[src/rtl/switch_egress_pkg.sv]
// Shared types and constants for the per-port egress transmitter.
// The FSM state encoding, descriptor field layout and statistics counter widths live here.
package switch_egress_pkg;

  typedef enum logic [1:0] {
    IDLE = 2'd0,
    LOAD = 2'd1,
    SEND = 2'd2,
    IFG  = 2'd3
  } state_t;

  localparam int PTR_W     = 16;
  localparam int LEN_LSB   = 0;
  localparam int LEN_W_DEF = 11;
  localparam int IFG_CNT_W = 8;

  localparam int STAT_FRAMES_W  = 32;
  localparam int STAT_BYTES_W   = 32;
  localparam int STAT_LEN_ERR_W = 16;

endpackage

[src/rtl/switch_egress_stats.sv]
// Free-running frame, byte and length-error counters for one egress port.
// All counters wrap naturally; they only exist in builds with SWITCH_EGRESS_STATS_EN.
module switch_egress_stats
  import switch_egress_pkg::*;
(
  input  logic        clk,
  input  logic        rst,
  input  logic        frame_inc,
  input  logic        byte_inc,
  input  logic        err_inc,
  output logic [31:0] stat_frames,
  output logic [31:0] stat_bytes,
  output logic [15:0] stat_len_err
);

  always_ff @(posedge clk or posedge rst) begin
    if (rst) begin
      stat_frames  <= '0;
      stat_bytes   <= '0;
      stat_len_err <= '0;
    end else begin
      if (frame_inc) stat_frames  <= stat_frames + STAT_FRAMES_W'(1);
      if (byte_inc)  stat_bytes   <= stat_bytes + STAT_BYTES_W'(1);
      if (err_inc)   stat_len_err <= stat_len_err + STAT_LEN_ERR_W'(1);
    end
  end

endmodule

[src/rtl/switch_egress_tx.sv]
// Per-port egress transmitter: pops a length descriptor, streams that many bytes with sof/dv/eof
// framing and a fixed inter-frame gap. Optional statistics under macro SWITCH_EGRESS_STATS_EN.
module switch_egress_tx
  import switch_egress_pkg::*;
#(
  parameter int IFG_CYCLES = 10,
  parameter int MAX_LEN    = 1518,
  parameter int LEN_W      = LEN_W_DEF
) (
  input  logic        clk,
  input  logic        rst,
  input  logic        ptr_fifo_empty,
  input  logic [15:0] ptr_fifo_dout,
  output logic        ptr_fifo_rd,
  input  logic [7:0]  data_fifo_dout,
  output logic        data_fifo_rd,
  input  logic        tx_pause,
  output logic        tx_sof,
  output logic        tx_eof,
  output logic        tx_dv,
  output logic [7:0]  tx_dout,
  output logic        busy,
  output logic        len_err
`ifdef SWITCH_EGRESS_STATS_EN
  ,
  output logic [31:0] stat_frames,
  output logic [31:0] stat_bytes,
  output logic [15:0] stat_len_err
`endif
);

  localparam logic [IFG_CNT_W-1:0] IFG_LOAD  = IFG_CNT_W'(IFG_CYCLES - 1);
  localparam logic [31:0]          MAX_LEN_U = 32'(MAX_LEN);

  state_t               state, state_nx;
  logic [LEN_W-1:0]     cnt, cnt_nx;
  logic [LEN_W-1:0]     len_in;
  logic [IFG_CNT_W-1:0] ifg_cnt, ifg_cnt_nx;
  logic                 first_rd, first_rd_nx;
  logic                 ptr_rd_nx, data_rd_nx, len_err_nx, busy_nx;
  logic                 start;
  logic                 vld_p0, sof_p0, eof_p0;
  logic                 unused_resv;

  assign len_in      = ptr_fifo_dout[LEN_LSB +: LEN_W];
  assign unused_resv = ^ptr_fifo_dout[PTR_W-1:LEN_LSB+LEN_W];
  assign start       = !ptr_fifo_empty && !tx_pause;

  // Outputs are registered, so every decision is made one cycle ahead of the strobe it drives.
  always_comb begin
    state_nx    = state;
    cnt_nx      = cnt;
    ifg_cnt_nx  = ifg_cnt;
    first_rd_nx = 1'b0;
    ptr_rd_nx   = 1'b0;
    data_rd_nx  = 1'b0;
    len_err_nx  = 1'b0;
    case (state)
      IDLE: begin
        if (start) begin
          state_nx  = LOAD;
          ptr_rd_nx = 1'b1;
        end
      end
      LOAD: begin
        // First LOAD cycle is the pop itself; the descriptor is valid on the second.
        if (!ptr_fifo_rd) begin
          if (len_in == '0) begin
            len_err_nx = 1'b1;
            if (start) begin
              state_nx  = LOAD;
              ptr_rd_nx = 1'b1;
            end else begin
              state_nx = IDLE;
            end
          end else begin
            len_err_nx  = (32'(len_in) > MAX_LEN_U);
            cnt_nx      = len_in - LEN_W'(1);
            data_rd_nx  = 1'b1;
            first_rd_nx = 1'b1;
            state_nx    = SEND;
          end
        end
      end
      SEND: begin
        if (cnt == '0) begin
          state_nx   = IFG;
          ifg_cnt_nx = IFG_LOAD;
        end else begin
          cnt_nx     = cnt - LEN_W'(1);
          data_rd_nx = 1'b1;
        end
      end
      IFG: begin
        if (ifg_cnt == '0) begin
          if (start) begin
            state_nx  = LOAD;
            ptr_rd_nx = 1'b1;
          end else begin
            state_nx = IDLE;
          end
        end else begin
          ifg_cnt_nx = ifg_cnt - IFG_CNT_W'(1);
        end
      end
      default: state_nx = IDLE;
    endcase
    busy_nx = (state_nx != IDLE);
  end

  always_ff @(posedge clk or posedge rst) begin
    if (rst) begin
      state        <= IDLE;
      cnt          <= '0;
      ifg_cnt      <= '0;
      first_rd     <= 1'b0;
      ptr_fifo_rd  <= 1'b0;
      data_fifo_rd <= 1'b0;
      len_err      <= 1'b0;
      busy         <= 1'b0;
    end else begin
      state        <= state_nx;
      cnt          <= cnt_nx;
      ifg_cnt      <= ifg_cnt_nx;
      first_rd     <= first_rd_nx;
      ptr_fifo_rd  <= ptr_rd_nx;
      data_fifo_rd <= data_rd_nx;
      len_err      <= len_err_nx;
      busy         <= busy_nx;
    end
  end

  // Stage p0: read strobe in flight, FIFO byte arrives on the following cycle.
  always_ff @(posedge clk or posedge rst) begin
    if (rst) begin
      vld_p0 <= 1'b0;
      sof_p0 <= 1'b0;
      eof_p0 <= 1'b0;
    end else begin
      vld_p0 <= data_fifo_rd;
      sof_p0 <= first_rd;
      eof_p0 <= (state == SEND) && (cnt == '0);
    end
  end

  // Output stage: capture the byte; tx_dout holds between frames.
  always_ff @(posedge clk or posedge rst) begin
    if (rst) begin
      tx_dv   <= 1'b0;
      tx_sof  <= 1'b0;
      tx_eof  <= 1'b0;
      tx_dout <= '0;
    end else begin
      tx_dv  <= vld_p0;
      tx_sof <= vld_p0 && sof_p0;
      tx_eof <= vld_p0 && eof_p0;
      if (vld_p0) tx_dout <= data_fifo_dout;
    end
  end

`ifdef SWITCH_EGRESS_STATS_EN
  switch_egress_stats u_stats (
    .clk          (clk),
    .rst          (rst),
    .frame_inc    (tx_eof),
    .byte_inc     (tx_dv),
    .err_inc      (len_err),
    .stat_frames  (stat_frames),
    .stat_bytes   (stat_bytes),
    .stat_len_err (stat_len_err)
  );
`endif

endmodule

[config.mk]
export PLATFORM = sky130hd
export DESIGN_NAME = switch_egress_tx
export DESIGN_NICKNAME = d
export VERILOG_FILES = /design/src/rtl/switch_egress_pkg.sv /design/src/rtl/switch_egress_stats.sv /design/src/rtl/switch_egress_tx.sv
export SDC_FILE = /design/constraint.sdc
export NUM_CORES = 1
export LEC_CHECK = 0
export ABC_AREA = 1
export CAP_MARGIN = 20
export CORE_MARGIN = 8
export CORE_UTILIZATION = 57
export DETAILED_ROUTE_END_ITERATION = 10
export GPL_ROUTABILITY_DRIVEN = 0
export PLACE_DENSITY = 0.95
export SLEW_MARGIN = 10
export SYNTH_ARGS = -nofsm -noshare
export SYNTH_HDL_FRONTEND = slang
export SYNTH_SLANG_ARGS = --single-unit
[constraint.sdc]
create_clock -name clk -period 5.7 [get_ports clk]
set_clock_uncertainty 0.15 [all_clocks]
set_input_delay 1.14 -clock clk [delete_from_list [all_inputs] [get_ports clk]]
set_output_delay 1.14 -clock clk [all_outputs]
set_load 0.01 [all_outputs]
# Word-level counts from Yosys, hierarchy flattened
# Cells that the tools add are included.
# op_classes
order_cmp	1
n_addsub	3
reduce_logical	15
n_mux	27
eq_ne	8
# op_table
operator	n
2-to-1 mux 11 bit	3
logical NOT 11 bit	2
one-hot mux 11 bit (2 select lines)	1
subtractor 11 x 1 -> 11 bit, second input constant	2
2-to-1 mux 8 bit	2
one-hot mux 8 bit (2 select lines)	1
2-to-1 mux 1 bit	12
greater-than comparator 11 bit, second input constant	1
2-to-1 mux 2 bit	5
inequality test 2 bit, second input constant	5
logical NOT 8 bit	1
one-hot mux 2 bit (4 select lines)	1
subtractor 8 x 1 -> 8 bit, second input constant	1
nonzero test 2 bit	3
equality test 2 bit, second input constant	2
logical AND 1 bit	4
AND reduction 4 bit	1
one-hot mux 1 bit (3 select lines)	1
AND reduction 3 bit	1
equality test 2 x 1 -> 1 bit, second input constant	1
logical NOT 1 bit	2
logical NOT 2 bit	1
one-hot mux 1 bit (2 select lines)	1
# totals
ff_bits	40
inputBits	28
out_inout_bits	15

# Depth between registers and ports, before layout
# logic_depth
depth_word	7
mapped_depth	14

# Worst setup path before layout
# No wires, ideal clock.
# synth_timing
path_kind	input-to-reg
startpoint	input port ptr_fifo_dout[0]
endpoint	register cnt[10]
required_ps	5433
setup_slack_ps	3434
setup_ps	117
arrival_time_ps	1999
path_stages	9
cell_sequence	nand2_1 -> nand2_1 -> inv_1 -> ha_1 -> nand3_1 -> nor2_2 -> nand3b_1 -> nand3_1 -> nand2_1
# synth_between
elab_chain_len	4
# synth_rtl
element	line	source
from (decl)	switch_egress_tx.sv:13	input logic [15:0] ptr_fifo_dout,
subtractor 11 x 1 -> 11 bit	switch_egress_tx.sv:78	cnt_nx = len_in - LEN_W'(1);
2-to-1 mux 11 bit	switch_egress_tx.sv:68	if (len_in == '0) begin
2-to-1 mux 11 bit	switch_egress_tx.sv:67	if (!ptr_fifo_rd) begin
one-hot mux 11 bit (2 select lines)	switch_egress_tx.sv:58	case (state)
to (signal assigned)	switch_egress_tx.sv:123	cnt <= cnt_nx;
to (decl)	switch_egress_tx.sv:36	logic [LEN_W-1:0] cnt, cnt_nx;
# Parallel ways exist; a longest one is shown, timed or not. The select of a mux whose other input is x is not followed.
# A chain may end at the register's enable or synchronous reset.

# Worst setup path in the final report
# layout_timing
startpoint	register state[0]
endpoint	register cnt[6]
# layout_between
elab_chain_len	3
# layout_rtl
element	line	source
from (decl)	switch_egress_tx.sv:35	state_t state, state_nx;
from (signal assigned)	switch_egress_tx.sv:122	state <= state_nx;
equality test 2 bit or equality test 2 x 1 -> 1 bit (tied branches)	switch_egress_tx.sv:58	
inequality test 2 bit (no line) or nonzero test 2 bit (tied branches)	-	
AND reduction 4 bit (no line)	-	
# Parallel ways exist; a longest one is shown, timed or not.

==> results.sh <==
export IMPL_whs_ps=201
export IMPL_cts_buffers=5
export IMPL_yosysWarnings=0
export IMPL_dp_cells=407
export IMPL_p_leak_uw=0.00149
export IMPL_worstSetupPathType="flop to flop"
export IMPL_post_route_drc_count=0
export IMPL_overflow=0
export IMPL_setup_tns_ps=0
export IMPL_cts_sinks=40
export IMPL_finalHoldViolCount=0
export IMPL_end_kind="flop"
export IMPL_max_stage_delay_ps=750
export IMPL_setup_viol=0
export IMPL_cts_tree="yes"
export IMPL_port_buffers=37
export IMPL_yosysUniqueCellTypes=29
export IMPL_dp_slack_ps=2630
export IMPL_peakVddDrop_uv=247
export IMPL_fin_crit_ps=2940
export IMPL_maxSlewViolCount=0
export IMPL_cp_required_ps=5740
export IMPL_grt_use_total_pct=17.8
export IMPL_layout_nets=399
export IMPL_synth_ff_type="dfrtp_1"
export IMPL_rows=24
export IMPL_dp_hpwl_mm=4.14
export IMPL_crit_fanout=20
export IMPL_routed_wl_mm=5.60
export IMPL_grt_first_pass_wirelength_mm=9.54
export IMPL_synth_edf_count=0
export IMPL_num_io_pins=43
export IMPL_ctsHoldBuffers=0
export IMPL_design_area_mm2=0.00295
export IMPL_drt_iter0_drc=128
export IMPL_setup_ws_ps=2760
export IMPL_root_buffer="clkbuf_8"
export IMPL_syn_avg_cell_area_um2=7.63
export IMPL_path_cells="inv_1 -> ha_1 -> inv_2 -> nand2_1 -> nand2_1 -> inv_1 -> ha_1 -> nand3_1 -> nor2_2 -> nand3_1 -> nand3_1 -> nand2_1"
export IMPL_first_pass_iters=4
export IMPL_die_height_um=81.8
export IMPL_powerDensity_mw_per_mm2=571
export IMPL_fin_cells=414
export IMPL_syn_num_nets=361
export IMPL_clk_latency_ps=290
export IMPL_rrSetupSlack_ps=2760
export IMPL_die_x_um=81.8
export IMPL_yosysTopAreaCell="dfrtp_1"
export IMPL_synth_top_area_share_pct=40.5
export IMPL_vias=2185
export IMPL_coreArea_mm2=0.00426
export IMPL_hold_path_class="flop to flop"
export IMPL_netlist_area_mm2=0.00247
export IMPL_relSlewSlack_pct=42.8
export IMPL_synth_area_leaders="dfrtp_1 (41%), nand2_1 (16%), inv_1 (6.2%)"
export IMPL_rsz0062_at_grt="false"
export IMPL_syn_inst=324
export IMPL_grt_pass1_vias=2214
export IMPL_cp_slowest_cell="ha_1"
export IMPL_htreeDepth=2
export IMPL_cts_resized=0
export IMPL_yosysSeqAreaShare_pct=40.5
export IMPL_crit_buf_inv=3
export IMPL_viasPerCell=5.28
export IMPL_ant_nets=0
export IMPL_ys_ff_latch=40
export IMPL_maxCapViolCount=0
export IMPL_drive_gt1_share_pct=11.3
export IMPL_clkTransAtPathRegs_ps=80
export IMPL_antenna_found_initial=0
export IMPL_grt_max_degree=41
export IMPL_postSynth_asyncResetShare_pct=100
export IMPL_placed_area_mm2=0.00283
export IMPL_status="completed"
export IMPL_synth_most_common_cell="nand2_1"
export IMPL_max_freq_mhz=340
export IMPL_clk_path_buf_depth=2
export IMPL_initial_core_util_pct=58.0
export IMPL_num_antenna_cells=0
export IMPL_period_share_pct=51.6
export IMPL_avgRoutedWirePerCell_um=13.5
export IMPL_area_growth_pct=19.5
export IMPL_synth_common_cells="nand2_1 (104), inv_1 (41), dfrtp_1 (40)"
export IMPL_startpoint_type="flop"
export IMPL_worstMarginPinSlew_ps=858
export IMPL_arrival_ps=2980
export IMPL_cts_setup_buffers=0
export IMPL_crit_family="adder cells"
export IMPL_die_area_mm2=0.00670
kinds of logic after synthesis:
| group | Yosys count | share of synthesized area [%] |
|---|---|---|
| AO/OA/AOI/OAI | 28 | 6.48 |
| multiplexers | 8 | 3.65 |
| AND/OR/NAND/NOR | 183 | 32.6 |
| adder cells (fa/ha/maj) | 9 | 4.56 |
| XOR/XNOR | 6 | 2.13 |
| flip-flops | 40 | 40.5 |
| buffers and inverters | 50 | 10.1 |
report_power, final:
group,total [µW],internal [µW],switching (µW),leakage (µW)
Sequential,499,406,92.9,0.000504
Clock,270,172,97.2,0.0000642
Combinational,918,354,564,0.000921
Total,1690,932,754,0.00149
flip-flops by register name (all words and copies together), names as in the netlist, 2 cells and up:
| name | cells |
|---|---|
| state | 2 |
| tx_dout | 8 |
| cnt | 11 |
| ifg_cnt | 8 |
area by class of cell:
type / count / area (µm²)
multi-input cells: 234 / 1220
well taps: 52 / 65.1
flip-flops and latches: 40 / 1000
clock buffers: 5 / 68.8
repair buffers: 38 / 378
inverters: 43 / 161
fillers: 336 / 1310
clock inverters: 2 / 60.1
worst register-to-register path: cells and delay by family (launching register included):
family / cells / cell delay (ps)
fa+ha+maj: 2 / 950
flops: 1 / 420
simple gates: 7 / 820
buf+inv: 3 / 510
metal layers:
metal | wire (µm) | part of all wire (%) | GRT usage (%) | vias to the layer above
li1 | - | - | - | 1085
met1 | 2320 | 41 | 20.4 | 1001
met2 | 2750 | 49 | 31.2 | 85
met3 | 425 | 7.6 | 4.38 | 14
met4 | 98 | 1.8 | 6.67 | 0
met5 | 0 | 0 | 0 | -
layout by cell type, fill, tap and decap left out, types with 5 or more instances in the layout:
| cell | synthesis | layout |
|---|---|---|
| a21oi_1 | 6 | 6 |
| clkbuf_8 | 0 | 5 |
| clkdlybuf4s50_1 | 0 | 37 |
| dfrtp_1 | 40 | 40 |
| ha_1 | 9 | 9 |
| inv_1 | 41 | 41 |
| mux2_2 | 8 | 8 |
| nand2_1 | 104 | 104 |
| nand2_2 | 9 | 9 |
| nand3_1 | 23 | 23 |
| nand4_1 | 6 | 6 |
| nor2_1 | 27 | 27 |
| nor2_2 | 6 | 6 |
| o21ai_0 | 15 | 15 |
| xor2_1 | 5 | 5 |
through the flow:
stage	utilization (%)	total power, µW
after floorplan	-	1220
after global placement	66.3	1350
after detailed placement	66.3	1400
after CTS	69.3	1680
after global routing	69.3	1820
final	69.3	1690
final timing paths:
path	start	end	cells after the start
max	state[0]$_DFF_PP0_	cnt[6]$_DFFE_PP0P_	12
min	first_rd$_DFF_PP0_	sof_p0$_DFF_PP0_	0
max reg2reg	state[0]$_DFF_PP0_	cnt[6]$_DFFE_PP0P_	12
min reg2reg	first_rd$_DFF_PP0_	sof_p0$_DFF_PP0_	0
max in group asynchronous	rst	tx_dout[3]$_DFFE_PP0P_	3
min in group asynchronous	rst	cnt[10]$_DFFE_PP0P_	3
No activity file was read; power rests on OpenSTA's default activity.
